[config.mk]
export PLATFORM = sky130hd
export DESIGN_NAME = ika2151_timer_reg
export DESIGN_NICKNAME = d
export VERILOG_FILES = /design/src/rtl/ika2151_reg_pkg.sv /design/src/rtl/ika2151_bus_sync.sv /design/src/rtl/ika2151_timer_reg.sv
export SDC_FILE = /design/constraint.sdc
export NUM_CORES = 1
export LEC_CHECK = 0
export CAP_MARGIN = 20
export CORE_UTILIZATION = 35
export DETAILED_ROUTE_END_ITERATION = 8
export GPL_ROUTABILITY_DRIVEN = 0
export MAX_ROUTING_LAYER = met4
export PLACE_DENSITY_LB_ADDON = 0.3
export SLEW_MARGIN = 20
export SYNTH_ARGS = -nofsm -noshare
export SYNTH_HDL_FRONTEND = slang
export SYNTH_SLANG_ARGS = --single-unit
[constraint.sdc]
create_clock -name i_EMUCLK -period 6.22 [get_ports i_EMUCLK]
set_input_delay 0.622 -clock i_EMUCLK [delete_from_list [all_inputs] [get_ports i_EMUCLK]]
set_output_delay 0.622 -clock i_EMUCLK [all_outputs]
set_load 0.02 [all_outputs]
[src/rtl/ika2151_reg_pkg.sv]
// Shared constants for the IKA2151 timer/test register bank: register map,
// timer-control field positions, status byte layout and the bus sample bundle.
`timescale 1ns/1ps
package ika2151_reg_pkg;

  localparam logic [7:0] ADDR_TEST   = 8'h01;
  localparam logic [7:0] ADDR_CLKA1  = 8'h10;
  localparam logic [7:0] ADDR_CLKA2  = 8'h11;
  localparam logic [7:0] ADDR_CLKB   = 8'h12;
  localparam logic [7:0] ADDR_TIMCTL = 8'h14;

  localparam int TC_RUN_A   = 0;
  localparam int TC_RUN_B   = 1;
  localparam int TC_IRQEN_A = 2;
  localparam int TC_IRQEN_B = 3;
  localparam int TC_FRST_A  = 4;
  localparam int TC_FRST_B  = 5;
  localparam int TC_CSM     = 7;

  localparam int STAT_FLAG_A = 0;
  localparam int STAT_FLAG_B = 1;
  localparam int STAT_BUSY   = 7;

  typedef struct packed {
    logic       cs_n;
    logic       wr_n;
    logic       rd_n;
    logic       a0;
    logic [7:0] d;
  } bus_t;

  localparam bus_t BUS_IDLE = '{cs_n: 1'b1, wr_n: 1'b1, rd_n: 1'b1, a0: 1'b0, d: 8'h00};

endpackage

[src/rtl/ika2151_bus_sync.sv]
// Two-stage synchroniser for the asynchronous host bus plus WR_n rising-edge
// detection; everything advances only on the phi1 enable.
`timescale 1ns/1ps
module ika2151_bus_sync
  import ika2151_reg_pkg::*;
(
  input  logic       clk,
  input  logic       rst,
  input  logic       en,
  input  logic       i_cs_n,
  input  logic       i_wr_n,
  input  logic       i_rd_n,
  input  logic       i_a0,
  input  logic [7:0] i_d,
  output logic       o_wr_commit,
  output logic       o_a0,
  output logic [7:0] o_d,
  output logic       o_rd_active
);

  bus_t s1_q, s1_d;
  bus_t s2_q, s2_d;
  logic wr_prev_q, wr_prev_d;

  always_comb begin
    s1_d      = s1_q;
    s2_d      = s2_q;
    wr_prev_d = wr_prev_q;
    if (en) begin
      s1_d      = '{cs_n: i_cs_n, wr_n: i_wr_n, rd_n: i_rd_n, a0: i_a0, d: i_d};
      s2_d      = s1_q;
      wr_prev_d = s2_q.wr_n;
    end
  end

  always_ff @(posedge clk or posedge rst) begin
    if (rst) begin
      s1_q      <= BUS_IDLE;
      s2_q      <= BUS_IDLE;
      wr_prev_q <= 1'b1;
    end else begin
      s1_q      <= s1_d;
      s2_q      <= s2_d;
      wr_prev_q <= wr_prev_d;
    end
  end

  // A0/D come from the same stage as the WR_n edge so they are coherent with it.
  assign o_wr_commit = s2_q.wr_n & ~wr_prev_q & ~s2_q.cs_n;
  assign o_a0        = s2_q.a0;
  assign o_d         = s2_q.d;
  assign o_rd_active = ~s2_q.cs_n & ~s2_q.rd_n;

endmodule

[src/rtl/ika2151_timer_reg.sv]
// IKA2151 host interface: decodes address/data write pairs into the timer and
// test registers, tracks the write-busy window and returns the status byte.
`timescale 1ns/1ps
module ika2151_timer_reg
  import ika2151_reg_pkg::*;
#(
  parameter int BUSY_CYCLES = 64
) (
  input  logic       i_EMUCLK,
  input  logic       i_MRST,
  input  logic       i_phi1_NCEN_n,
  input  logic       i_CS_n,
  input  logic       i_WR_n,
  input  logic       i_RD_n,
  input  logic       i_A0,
  input  logic [7:0] i_D,
  input  logic       i_TIMERA_FLAG,
  input  logic       i_TIMERB_FLAG,
  output logic [7:0] o_CLKA1,
  output logic [1:0] o_CLKA2,
  output logic [7:0] o_CLKB,
  output logic       o_TIMERA_RUN,
  output logic       o_TIMERB_RUN,
  output logic       o_TIMERA_IRQ_EN,
  output logic       o_TIMERB_IRQ_EN,
  output logic       o_TIMERA_FRST,
  output logic       o_TIMERB_FRST,
  output logic       o_CSM,
  output logic [7:0] o_TEST,
  output logic [7:0] o_DOUT,
  output logic       o_DOUT_OE
);

  localparam logic [7:0] BUSY_LOAD = 8'(BUSY_CYCLES);

  logic       en;
  logic       wr_commit;
  logic       a0_s;
  logic [7:0] d_s;
  logic       rd_active;
  logic       busy;

  logic [7:0] addr_q, addr_d;
  logic [7:0] test_q, test_d;
  logic [7:0] clka1_q, clka1_d;
  logic [1:0] clka2_q, clka2_d;
  logic [7:0] clkb_q, clkb_d;
  logic       run_a_q, run_a_d, run_b_q, run_b_d;
  logic       irqen_a_q, irqen_a_d, irqen_b_q, irqen_b_d;
  logic       frst_a_q, frst_a_d, frst_b_q, frst_b_d;
  logic       csm_q, csm_d;
  logic [7:0] busy_cnt_q, busy_cnt_d;
  logic [7:0] dout_q, dout_d;
  logic       dout_oe_q, dout_oe_d;

  assign en   = ~i_phi1_NCEN_n;
  assign busy = (busy_cnt_q != 8'd0);

  ika2151_bus_sync u_sync (
    .clk         (i_EMUCLK),
    .rst         (i_MRST),
    .en          (en),
    .i_cs_n      (i_CS_n),
    .i_wr_n      (i_WR_n),
    .i_rd_n      (i_RD_n),
    .i_a0        (i_A0),
    .i_d         (i_D),
    .o_wr_commit (wr_commit),
    .o_a0        (a0_s),
    .o_d         (d_s),
    .o_rd_active (rd_active)
  );

  always_comb begin
    addr_d     = addr_q;
    test_d     = test_q;
    clka1_d    = clka1_q;
    clka2_d    = clka2_q;
    clkb_d     = clkb_q;
    run_a_d    = run_a_q;
    run_b_d    = run_b_q;
    irqen_a_d  = irqen_a_q;
    irqen_b_d  = irqen_b_q;
    frst_a_d   = frst_a_q;
    frst_b_d   = frst_b_q;
    csm_d      = csm_q;
    busy_cnt_d = busy_cnt_q;
    dout_d     = dout_q;
    dout_oe_d  = dout_oe_q;
    if (en) begin
      frst_a_d  = 1'b0;
      frst_b_d  = 1'b0;
      dout_oe_d = rd_active;
      dout_d              = 8'h00;
      dout_d[STAT_BUSY]   = busy;
      dout_d[STAT_FLAG_B] = i_TIMERB_FLAG;
      dout_d[STAT_FLAG_A] = i_TIMERA_FLAG;
      if (busy) begin
        busy_cnt_d = busy_cnt_q - 8'd1;
      end
      if (wr_commit) begin
        if (!a0_s) begin
          addr_d = d_s;
        end else begin
          // Every data write restarts the busy window, even to unmapped addresses.
          busy_cnt_d = BUSY_LOAD;
          case (addr_q)
            ADDR_TEST:  test_d  = d_s;
            ADDR_CLKA1: clka1_d = d_s;
            ADDR_CLKA2: clka2_d = d_s[1:0];
            ADDR_CLKB:  clkb_d  = d_s;
            ADDR_TIMCTL: begin
              csm_d     = d_s[TC_CSM];
              irqen_b_d = d_s[TC_IRQEN_B];
              irqen_a_d = d_s[TC_IRQEN_A];
              run_b_d   = d_s[TC_RUN_B];
              run_a_d   = d_s[TC_RUN_A];
              frst_b_d  = d_s[TC_FRST_B];
              frst_a_d  = d_s[TC_FRST_A];
            end
            default: ;
          endcase
        end
      end
    end
  end

  always_ff @(posedge i_EMUCLK or posedge i_MRST) begin
    if (i_MRST) begin
      addr_q     <= 8'h00;
      test_q     <= 8'h00;
      clka1_q    <= 8'h00;
      clka2_q    <= 2'b00;
      clkb_q     <= 8'h00;
      run_a_q    <= 1'b0;
      run_b_q    <= 1'b0;
      irqen_a_q  <= 1'b0;
      irqen_b_q  <= 1'b0;
      frst_a_q   <= 1'b0;
      frst_b_q   <= 1'b0;
      csm_q      <= 1'b0;
      busy_cnt_q <= 8'h00;
      dout_q     <= 8'h00;
      dout_oe_q  <= 1'b0;
    end else begin
      addr_q     <= addr_d;
      test_q     <= test_d;
      clka1_q    <= clka1_d;
      clka2_q    <= clka2_d;
      clkb_q     <= clkb_d;
      run_a_q    <= run_a_d;
      run_b_q    <= run_b_d;
      irqen_a_q  <= irqen_a_d;
      irqen_b_q  <= irqen_b_d;
      frst_a_q   <= frst_a_d;
      frst_b_q   <= frst_b_d;
      csm_q      <= csm_d;
      busy_cnt_q <= busy_cnt_d;
      dout_q     <= dout_d;
      dout_oe_q  <= dout_oe_d;
    end
  end

  assign o_CLKA1         = clka1_q;
  assign o_CLKA2         = clka2_q;
  assign o_CLKB          = clkb_q;
  assign o_TIMERA_RUN    = run_a_q;
  assign o_TIMERB_RUN    = run_b_q;
  assign o_TIMERA_IRQ_EN = irqen_a_q;
  assign o_TIMERB_IRQ_EN = irqen_b_q;
  assign o_TIMERA_FRST   = frst_a_q;
  assign o_TIMERB_FRST   = frst_b_q;
  assign o_CSM           = csm_q;
  assign o_TEST          = test_q;
  assign o_DOUT          = dout_q;
  assign o_DOUT_OE       = dout_oe_q;

endmodule

[Word level (Yosys, flattened, before mapping)]
Index checks and enable logic that the tools add are counted.
Word-level totals
  bits in registers: 78
  input port bits: 17
  output and inout port bits: 42
  logic and storage cells: 56
Operators by class
  $add $sub $neg: 1
  eq/ne operators: 5
  mux-type cells: 9
  bitwise operators: 8
  reduce and logical (&&, ||, !) cells: 7
Operator list (number)
  equality test 8 x 5 -> 1 bit (second input constant): 4
  2-to-1 mux 8 bit: 3
  AND reduction 4 bit: 5
  equality test 8 x 1 -> 1 bit (second input constant): 1
  nonzero test 8 bit: 1
  subtractor 8 x 1 -> 8 bit (second input constant): 1
  2-to-1 mux 1 bit: 6
  inverter 1 bit: 5
  bitwise AND 1 bit: 3
  AND reduction 3 bit: 1

[Logic depth before layout (Yosys ltp)]
Gate-level depths: netlist (run 1).
  depth in word-level cells: 4
  mapped depth: 6
  mapped depth without buffers: 6

[By module]
A second synthesis (run 1) with hierarchy kept.
Second synthesis, totals
  cell total of the unflattened synthesis: 225
  area total of the unflattened synthesis: 3374.5 um^2
By module, submodules not included
  ika2151_timer_reg: times used 1, cells an instance 161, area each 2257.2 um^2, seq. area each 1326.3 um^2
  ika2151_bus_sync: times used 1, cells an instance 64, area each 1117.3 um^2, seq. area each 634.4 um^2

[Least setup slack after synthesis (run 1)]
No wires, ideal clock.
  path kind: in2reg
  from: in i_phi1_NCEN_n
  to: reg clkb_q[0], in the netlist o_CLKB[0]
  library setup time: 0.125 ns
  data arrival time: 2.068 ns
  required time: 6.095 ns
  path slack: 4.027 ns
  stages: 4
  buffers on the path: 0
  cell sequence: nor4b_4 nand4_4 nor4b_4 mux2_2
Between the ends
  word-level cells in the longest chain between the ends: 2
RTL lines
  start, declared: line ika2151_timer_reg.sv:11  | input logic i_phi1_NCEN_n,
  inverter 1 bit (no line)
  AND reduction 4 bit (no line)
  end signal, assigned: line ika2151_timer_reg.sv:150  | clkb_q <= clkb_d;
  end, declared: line ika2151_timer_reg.sv:47  | logic [7:0] clkb_q, clkb_d;
Every way passes these cells.
A chain may end at the register's enable or synchronous reset.

[Worst setup path in the final report (run 1)]
  from: in i_phi1_NCEN_n
  to: reg clka1_q[7], in the netlist o_CLKA1[7]
Between the ends
  word-level cells in the longest chain between the ends: 2
RTL lines
  inverter 1 bit (no line)
  AND reduction 4 bit (no line)
  end signal, assigned: line ika2151_timer_reg.sv:148  | clka1_q <= clka1_d;
  end, declared: line ika2151_timer_reg.sv:45  | logic [7:0] clka1_q, clka1_d;
Every way passes these cells.

==> results.toml, run 1 <==
[run_status]
status = "complete, but fails checks"
violations = "design-rule violations"

[cts]
clock_latency_ns = 0.34
cts_tree = "yes"
htreeDepth = 3
root_buffer = "clkbuf_8"
cts_sinks = 78
clk_pin_slew_ns = 0.08
cts.path.max_buffers = 2
cts_resized = 0
cts_setup_buffers = 0
cts_made_buffers = 9
ctsHoldBuffers = 0

[final_layout]
layout_commonest_cell = "dfrtp_1"
area_growth_pct = 25.9
finalNetCount = 290
drive_above_1_share_pct = 36.1
multi_input_area_um2 = 1190
nFillCells = 782
final_cell_mix = "dfrtp_1 (71), mux2_2 (66), clkdlybuf4s50_1 (52)"
n_antenna_cell = 0
seqCellArea_um2 = 1960

[die]
rows = 34
core-area_um2 = 8810
initial_core_util_pct = 36.5
die_area_um2 = 9560
pin_count = 59
die_x_um = 97.8
die_h_um = 97.8

[placed_design]
pre_cts_slack_ns = 3.35
hpwl_um = 3820
numPortBuffers = 53

[worst_setup_path]
ff2ff_setup_slack_ns = 3.96
worst_r2r_path_depth = 4
end_kind = "flip-flop"
rr_endpoint = "o_CLKA1[7]"
cp_slowest_stage_delay_ns = 0.56
worst-path-max-fanout = 41
cpMaxStageDelayCell = "nor4_4"
crit_type = "in -> reg"
worstPathRequired_ns = 6.45
start_kind = "input port"
path_cells = "buf_2 -> buf_4 -> nor4b_4 -> nand4_4 -> nor4_4 -> mux2_2"
rr_startpoint = "u_sync.s2_q[10]"
cp.arrival_ns = 2.73

[sta]
fin_ws_ns = 3.72
rsz0062_at_grt = "no"
setup_viol = 0
fmax_ghz = 0.400
final.setup.tns_ns = 0
finalHoldViolations = 0
min_period_over_period_pct = 40.1
tightest_slew_ns = 0.796
fin_crit_ns = 2.50
maxSlewViolCount = 0
finClkSkew_ns = 0.00734
maxSlewHeadroom_pct = 46.6

[route]
routedWlPerCell_um = 15.1
vias = 1856
drt-initial-drc-count = 65
ant_nets = 0
firstDrtPassIters = 6
via_per_inst = 4.82
drc = 8
routed_wl_um = 5800

[pwr]
power.density_nw_per_um2 = 331
vdd_drop_max_mv = 0.124
p_leak_nw = 1.78

[min_path]
hp-class = "reg -> reg"
min_to = "o_DOUT_OE"
hold_path.startpoint = "o_DOUT_OE"
min_path_cells = 2

[global_routing]
grt_pass1_wl_um = 9760
globalRouteOverflowTotal = 0
grt_max_degree = 79
antenna_found_initial = 0
track_usage_pct = 13.8
grt_pass1_vias = 1860

[synth]
synth_cell_type_count = 33
synth-seq-cells = 78
syn_inst = 214
syn_area_um2 = 3210
yosysWarnings = 0
synth_seq_area_share_pct = 61.0
syn_avg_cell_area_um2 = 15.0

[job]
max_cap_viol_count = 0
final cells by class:
cell class / count / share of cell area, %
flip-flops and latches: 78 / 48.5
repair buffers: 55 / 13.5
well taps: 108 / 3.34
clock buffers: 11 / 3.50
inverters: 4 / 0.402
multi-input cells: 124 / 29.4
clock inverters: 5 / 1.45
critical path: cells and delay by family:
family | cells | cell delay, ns
simple gates | 3 | 1.31
mux | 1 | 0.41
buf+inv | 2 | 0.38
cells in the mapped netlist (all sizes together):
| cell | count | area, µm² |
|---|---|---|
| o21ai | 2 | 10.0 |
| or4b | 1 | 10.0 |
| inv | 4 | 15.0 |
| nor3b | 1 | 7.51 |
| clkbuf | 7 | 26.3 |
| a21o | 1 | 7.51 |
| nor2 | 4 | 15.0 |
| dfstp | 7 | 184 |
| nor4 | 3 | 48.8 |
| buf | 5 | 37.5 |
| nand3 | 2 | 10.0 |
| o31ai | 1 | 7.51 |
| a211oi | 1 | 7.51 |
| mux2 | 66 | 743 |
| nor4b | 3 | 56.3 |
| xor2 | 2 | 17.5 |
| a22o | 4 | 35.0 |
| ha | 1 | 12.5 |
| xnor2 | 1 | 8.76 |
| conb | 1 | 3.75 |
| nand4 | 2 | 33.8 |
| nor4bb | 1 | 10.0 |
| dfrtp | 71 | 1780 |
| mux2i | 2 | 20.0 |
| nor2b | 4 | 25.0 |
| a21oi | 5 | 25.0 |
| or2 | 1 | 6.26 |
| nand2 | 7 | 26.3 |
| nor3 | 3 | 15.0 |
| a221o | 1 | 10.0 |
per-stage QoR:
step	hold slack (ns)	instances	total power, mW	util (%)	area (µm²)
after CTS	0.503	385	1.35	45.9	4040
after detailed placement	0.486	369	0.972	43.6	3840
after global placement	0.476	369	0.964	43.6	3840
after floorplan	0.465	218	0.881	-	3230
after global routing	0.523	385	1.42	45.9	4040
final	0.498	385	1.34	45.9	4040
cell families after synthesis:
logic type	Yosys count	synth area share, %
DFF	78	61.0
muxes	68	23.8
and+or+nand+nor	32	8.22
buffers and inverters	16	2.45
AOI/OAI and AO/OA	15	3.19
xor gates and xnor gates	3	0.818
adders and majority gates	1	0.389
other	1	0.117
power breakdown:
group	internal (mW)	switching, mW	leakage (nW)
Sequential	0.599	0.0853	0.990
Combinational	0.148	0.127	0.694
Clock	0.196	0.182	0.0955
Total	0.944	0.394	1.78
metal layers:
layer  track usage, %  share of wire (%)
met1             19.4                 48
met2             18.4                 47
met3             4.37                4.3
met4             5.13               0.72
met5                -                  0
flip-flops by register name (all words and copies together) (netlist names):
| name | cells |
|---|---|
| u_sync.s1_q | 12 |
| addr_q | 8 |
| busy_cnt_q | 8 |
| o_CLKA1 | 8 |
| o_CLKB | 8 |
| o_TEST | 8 |
| u_sync.o_d | 8 |
| o_DOUT | 3 |
| u_sync.s2_q | 3 |
| o_CLKA2 | 2 |
| o_CSM | 1 |
| o_DOUT_OE | 1 |
| o_TIMERA_FRST | 1 |
| o_TIMERA_IRQ_EN | 1 |
| o_TIMERA_RUN | 1 |
| o_TIMERB_FRST | 1 |
| o_TIMERB_IRQ_EN | 1 |
| o_TIMERB_RUN | 1 |
| u_sync.o_a0 | 1 |
| u_sync.wr_prev_q | 1 |
how the worst max path moves through the flow:
| stage | slack, ns | cells after the start | startpoint | to |
|---|---|---|---|---|
| final | 3.72 | 6 | i_phi1_NCEN_n | o_CLKA1[7] |
| after global routing | 3.58 | 6 | i_phi1_NCEN_n | o_CLKA1[2] |
| after CTS | 3.72 | 6 | i_phi1_NCEN_n | o_CLKA1[7] |
| after detailed placement | 3.35 | 6 | i_phi1_NCEN_n | o_CLKA1[7] |
| after global placement | 3.42 | 6 | i_phi1_NCEN_n | o_CLKB[2] |
| after floorplan | 3.61 | 1 | i_MRST | addr_q[0] |
(Power assumes the default switching activity.)
==> run 2, diff against run 1 <==
==> constraint.sdc (replaced) <==
create_clock -name i_EMUCLK -period 2.5 [get_ports i_EMUCLK]
set_input_delay 0.25 -clock i_EMUCLK [delete_from_list [all_inputs] [get_ports i_EMUCLK]]
set_output_delay 0.25 -clock i_EMUCLK [all_outputs]
set_load 0.02 [all_outputs]
==> run 2 against run 1 <==
- the flow still finishes with violations (design-rule violations)
- flip-flop and latch count unchanged
- count of clock-buffer cells in the layout up 3
- non-clock buffer count grew 9
- routed wire length about the same
- critical path type is now reg -> reg
- critical endpoint is now o_TEST[6]
- highest routed layer unchanged
==> results.toml, run 2 (synthesized netlist as in run 1, its figures left out) <==
[sta]
finClkSkew_ns = 0.0123
maxSlewViolCount = 0
fmax_ghz = 0.481
fin_ws_ns = 0.420
min_period_over_period_pct = 83.2
fin_crit_ns = 2.08
holdWs_ns = 0.308
finalHoldViolations = 0
maxSlewHeadroom_pct = 50.7
setup_viol = 0
tightest_slew_ns = 0.735
rsz0062_at_grt = "no"
final.setup.tns_ns = 0

[worst_setup_path]
worst-path-max-fanout = 8
crit_type = "reg -> reg"
cp.arrival_ns = 2.30
ff2ff_setup_slack_ns = 0.42
worstPathRequired_ns = 2.72
start_kind = "flip-flop"
end_kind = "flip-flop"

[route]
routedWlPerCell_um = 14.7
drc = 8
via_per_inst = 4.79
drt-initial-drc-count = 78
firstDrtPassIters = 6
routed_wl_um = 5810
vias = 1888
ant_nets = 0

[global_routing]
grt_pass1_vias = 1889
globalRouteOverflowTotal = 0
grt_max_degree = 41
antenna_found_initial = 0
track_usage_pct = 13.6
grt_pass1_wl_um = 9650

[cts]
clock_latency_ns = 0.34
root_buffer = "clkbuf_8"
cts_sinks = 78
clk_pin_slew_ns = 0.08
cts_setup_buffers = 0
ctsHoldBuffers = 0
htreeDepth = 3
cts.path.max_buffers = 2
cts_made_buffers = 9
cts_tree = "yes"
cts_resized = 0

[final_layout]
n_antenna_cell = 0
finalNetCount = 299
largest_reg_flops = 12
top_register = "u_sync.s1_q"
nFillCells = 771
layout_commonest_cell = "dfrtp_1"
fin_area_um2 = 4170
final_cell_mix = "dfrtp_1 (71), mux2_2 (66), clkdlybuf4s50_1 (52)"
drive_above_1_share_pct = 38.5
area_growth_pct = 29.9

[die]
die_h_um = 97.8
core-area_um2 = 8810
die_area_um2 = 9560
rows = 34
die_x_um = 97.8
initial_core_util_pct = 36.5
pin_count = 59

[pwr]
power.density_nw_per_um2 = 844
vdd_drop_max_mv = 0.352
p_sw_share_pct = 27.2
p_sw_mw = 0.959
pwr-share-seq_pct = 48.2
p_leak_nw = 1.87
p_comb_share_pct = 19.6
p_clk_share_pct = 32.2
p_int_mw = 2.56

[placed_design]
pre_cts_slack_ns = 0.405
hpwl_um = 4060
placed_area_um2 = 3920
numPortBuffers = 53

[job]
max_cap_viol_count = 0

[run_status]
status = "complete, but fails checks"
violations = "design-rule violations"

[min_path]
hp-class = "in -> async"
==> run 2: cell count changes in the layout (fill, tap and decap cells not counted) <==
cell | before | now
buf_6 | 1 | 0
clkinv_4 | 1 | 0
clkinvlp_4 | 2 | 0
clkbuf_1 | 1 | 0
bufinv_16 | 1 | 2
buf_12 | 0 | 1
buf_4 | 1 | 10
clkinv_2 | 2 | 1
clkbuf_8 | 10 | 14
==> run 2: power groups by stage <==
stage               combinational [mW]  clock (mW)  sequential, mW
floorplan                        0.470           0            1.72
global placement                 0.681           0            1.72
detailed placement               0.699           0            1.73
CTS                              0.702        1.16            1.70
global route                     0.758        1.21            1.74
finish                           0.690        1.14            1.70
==> run 2: final timing paths <==
kind	start	end	cells past startpoint
max in group asynchronous	i_MRST	addr_q[1]	3
min	i_MRST	o_DOUT[1]	2
max	addr_q[1]	o_TEST[6]	4
min in group i_EMUCLK	i_phi1_NCEN_n	busy_cnt_q[0]	4
min reg2reg	o_DOUT_OE	o_DOUT_OE	2
max reg2reg	addr_q[1]	o_TEST[6]	4
==> run 2: worst max-delay path: stages (launching register included) <==
cell and delay (ns):
dfrtp_1 0.46, or4b_2 0.72, nor2_1 0.14, nand4_2 0.28, mux2_2 0.37
==> run 2: cell type report <==
type,instances,area [µm²],share of cell area (%)
clock inverters,2,60.1,1.44
multi-input cells,124,1190,28.5
clock buffers,14,193,4.62
well taps,108,135,3.24
repair buffers,64,621,14.9
flip-flops and latches,78,1960,47.0
inverters,4,16.3,0.390
==> run 2: layer usage <==
layer  up-vias  global-route usage (%)  share of wire (%)
met3         8                    2.65                2.8
met1       944                    18.9                 51
met4         0                    6.64                1.9
li1        901                       -                  -
met5         -                       -                  0
met2        35                    18.9                 44
==> run 2: through the flow <==
step / total power [mW] / utilization (%) / cells
3_3_place_gp: 2.40 / 44.5 / 378
5_1_grt: 3.71 / 47.4 / 394
2_1_floorplan: 2.19 / - / 218
6_report: 3.52 / 47.4 / 394
3_5_place_dp: 2.43 / 44.5 / 378
4_1_cts: 3.56 / 47.4 / 394
==> run 3, diff against run 2 <==
==> constraint.sdc (replaced) <==
create_clock -name i_EMUCLK -period 2 [get_ports i_EMUCLK]
set_input_delay 0.2 -clock i_EMUCLK [delete_from_list [all_inputs] [get_ports i_EMUCLK]]
set_output_delay 0.2 -clock i_EMUCLK [all_outputs]
set_load 0.02 [all_outputs]
==> run 3 against run 2 <==
- maximum frequency up 5.9%
- flip-flop and latch count unchanged
- via count up 1.2%
- critical endpoint is now o_CLKB[1]
- the run still ends with design-rule violations left
==> results.toml, run 3 (synthesized netlist as in run 1, its figures left out) <==
[run_status]
status = "complete, but fails checks"
violations = "design-rule violations"

[worst_setup_path]
cp_slowest_stage_delay_ns = 0.54
cp_common_cell = "nor4b_4"
cpMaxStageDelayCell = "dfstp_2"
worst-path-max-fanout = 4
crit_type = "reg -> reg"
worstPathRequired_ns = 2.23
end_kind = "flip-flop"
worst_r2r_path_depth = 5
path_cells = "nor4b_4 -> nand4_4 -> nor4b_4 -> buf_4 -> mux2_2"
start_kind = "flip-flop"
cp.arrival_ns = 2.19

[final_layout]
final_cell_mix = "dfrtp_1 (71), mux2_2 (60), clkdlybuf4s50_1 (52)"
drive_above_1_share_pct = 41.2
area_growth_pct = 32.8
finalNetCount = 309
n_antenna_cell = 0
largest_reg_flops = 12
final_cells = 404
layout_commonest_cell = "dfrtp_1"
top_register = "u_sync.s1_q"
final_util_pct = 48.5

[global_routing]
globalRouteOverflowTotal = 0
antenna_found_initial = 0
track_usage_pct = 13.9
grt_max_degree = 57
grt_pass1_vias = 1929
grt_pass1_wl_um = 9840

[route]
ant_nets = 0
drt-initial-drc-count = 79
vias = 1910
drc = 6
routed_wl_um = 5860
via_per_inst = 4.73
routedWlPerCell_um = 14.5
firstDrtPassIters = 6

[pwr]
p_clk_share_pct = 29.6
vdd_drop_max_mv = 0.356
p_int_mw = 3.13
p_sw_mw = 1.24
power.density_nw_per_um2 = 1020
p_leak_nw = 1.90
p_sw_share_pct = 28.4
p_comb_share_pct = 22.4
pwr-share-seq_pct = 48.0

[cts]
cts.path.max_buffers = 2
cts_tree = "yes"
htreeDepth = 3
cts_sinks = 78
root_buffer = "clkbuf_8"
cts_made_buffers = 9
clk_pin_slew_ns = 0.07
ctsHoldBuffers = 0
clock_latency_ns = 0.34

[placed_design]
numPortBuffers = 53
dp.cells = 384
hpwl_um = 3960
pre_cts_slack_ns = -0.00736

[sta]
finClkSkew_ns = 0.00598
fin_ws_ns = 0.0371
final.setup.tns_ns = 0
fin_crit_ns = 1.96
tightest_slew_ns = 0.553
setup_viol = 0
holdWs_ns = 0.304
min_period_over_period_pct = 98.1
rsz0062_at_grt = "yes"
finalHoldViolations = 0
fmax_ghz = 0.509
maxSlewViolCount = 0
maxSlewHeadroom_pct = 62.9

[die]
die_x_um = 97.8
die_area_um2 = 9560
rows = 34
initial_core_util_pct = 36.5
die_h_um = 97.8
core-area_um2 = 8810
pin_count = 59

[min_path]
hp-class = "in -> async"

[job]
max_cap_viol_count = 0
-- run 3: cell types whose count changed in the layout (fill, tap and decap cells not counted) --
| cell | previous run | this run |
|---|---|---|
| buf_4 | 10 | 17 |
| buf_6 | 0 | 3 |
| clkbuf_8 | 14 | 10 |
| clkinv_2 | 1 | 2 |
| clkinvlp_4 | 0 | 3 |
| mux2_2 | 66 | 60 |
| mux2_4 | 0 | 6 |
| nor2_1 | 4 | 3 |
| nor2_2 | 0 | 1 |
| nor4b_1 | 1 | 0 |
| nor4b_2 | 0 | 1 |
| or4b_2 | 1 | 0 |
| or4b_4 | 0 | 1 |
-- run 3: cell type report --
class | instances | area (µm²)
Fill cell | 790 | 4540
Timing Repair Buffer | 74 | 707
Clock inverter | 6 | 85.1
Inverter | 4 | 18.8
Tap cell | 108 | 135
Sequential cell | 78 | 1960
Clock buffer | 10 | 138
Multi-Input combinational cell | 124 | 1220
-- run 3: routing by layer --
metal | share of wire [%] | wire, µm | up-vias | track usage, %
li1 | - | - | 907 | -
met1 | 48 | 2810 | 958 | 18.1
met3 | 2.5 | 149 | 8 | 2.43
met2 | 47 | 2780 | 37 | 20.5
met4 | 2.0 | 117 | 0 | 7.69
met5 | 0 | 0 | - | -
-- run 3: timing repair --
item	in CTS	in global routing
gates resized for setup	0	12
setup buffers	1	3
pin swaps	0	2
setup endpoints to repair	6	16
-- run 3: through the flow --
| step | area [µm²] | total power [mW] |
|---|---|---|
| 2_1_floorplan | 3230 | 2.74 |
| 3_3_place_gp | 3970 | 3.05 |
| 3_5_place_dp | 3970 | 3.09 |
| 4_1_cts | 4200 | 4.41 |
| 5_1_grt | 4270 | 4.63 |
| 6_report | 4270 | 4.37 |
-- run 3: power groups by stage --
stage | Clock [mW] | Combinational, mW | Sequential (mW)
4_1_cts | 1.34 | 0.973 | 2.09
3_5_place_dp | 0 | 0.965 | 2.12
2_1_floorplan | 0 | 0.588 | 2.15
5_1_grt | 1.41 | 1.08 | 2.15
6_report | 1.29 | 0.979 | 2.10
3_3_place_gp | 0 | 0.934 | 2.12
-- run 3: worst max-delay path, delay by kind of cell (launching register included) --
family | cells | cell delay [ns]
buf+inv | 1 | 0.19
flops | 1 | 0.54
mux | 1 | 0.32
simple gates | 3 | 0.80
-- run 3: path summary, 6_finish.rpt --
path	startpoint	to	slack (ns)
max	u_sync.s2_q[10]	o_CLKB[1]	0.04
min	i_MRST	u_sync.s1_q[8]	0.30
max reg2reg	u_sync.s2_q[10]	o_CLKB[1]	0.04
min reg2reg	o_DOUT[7]	o_DOUT[7]	0.50
max in group asynchronous	i_MRST	u_sync.s2_q[10]	1.42
min in group i_EMUCLK	i_D[2]	u_sync.s1_q[2]	0.46
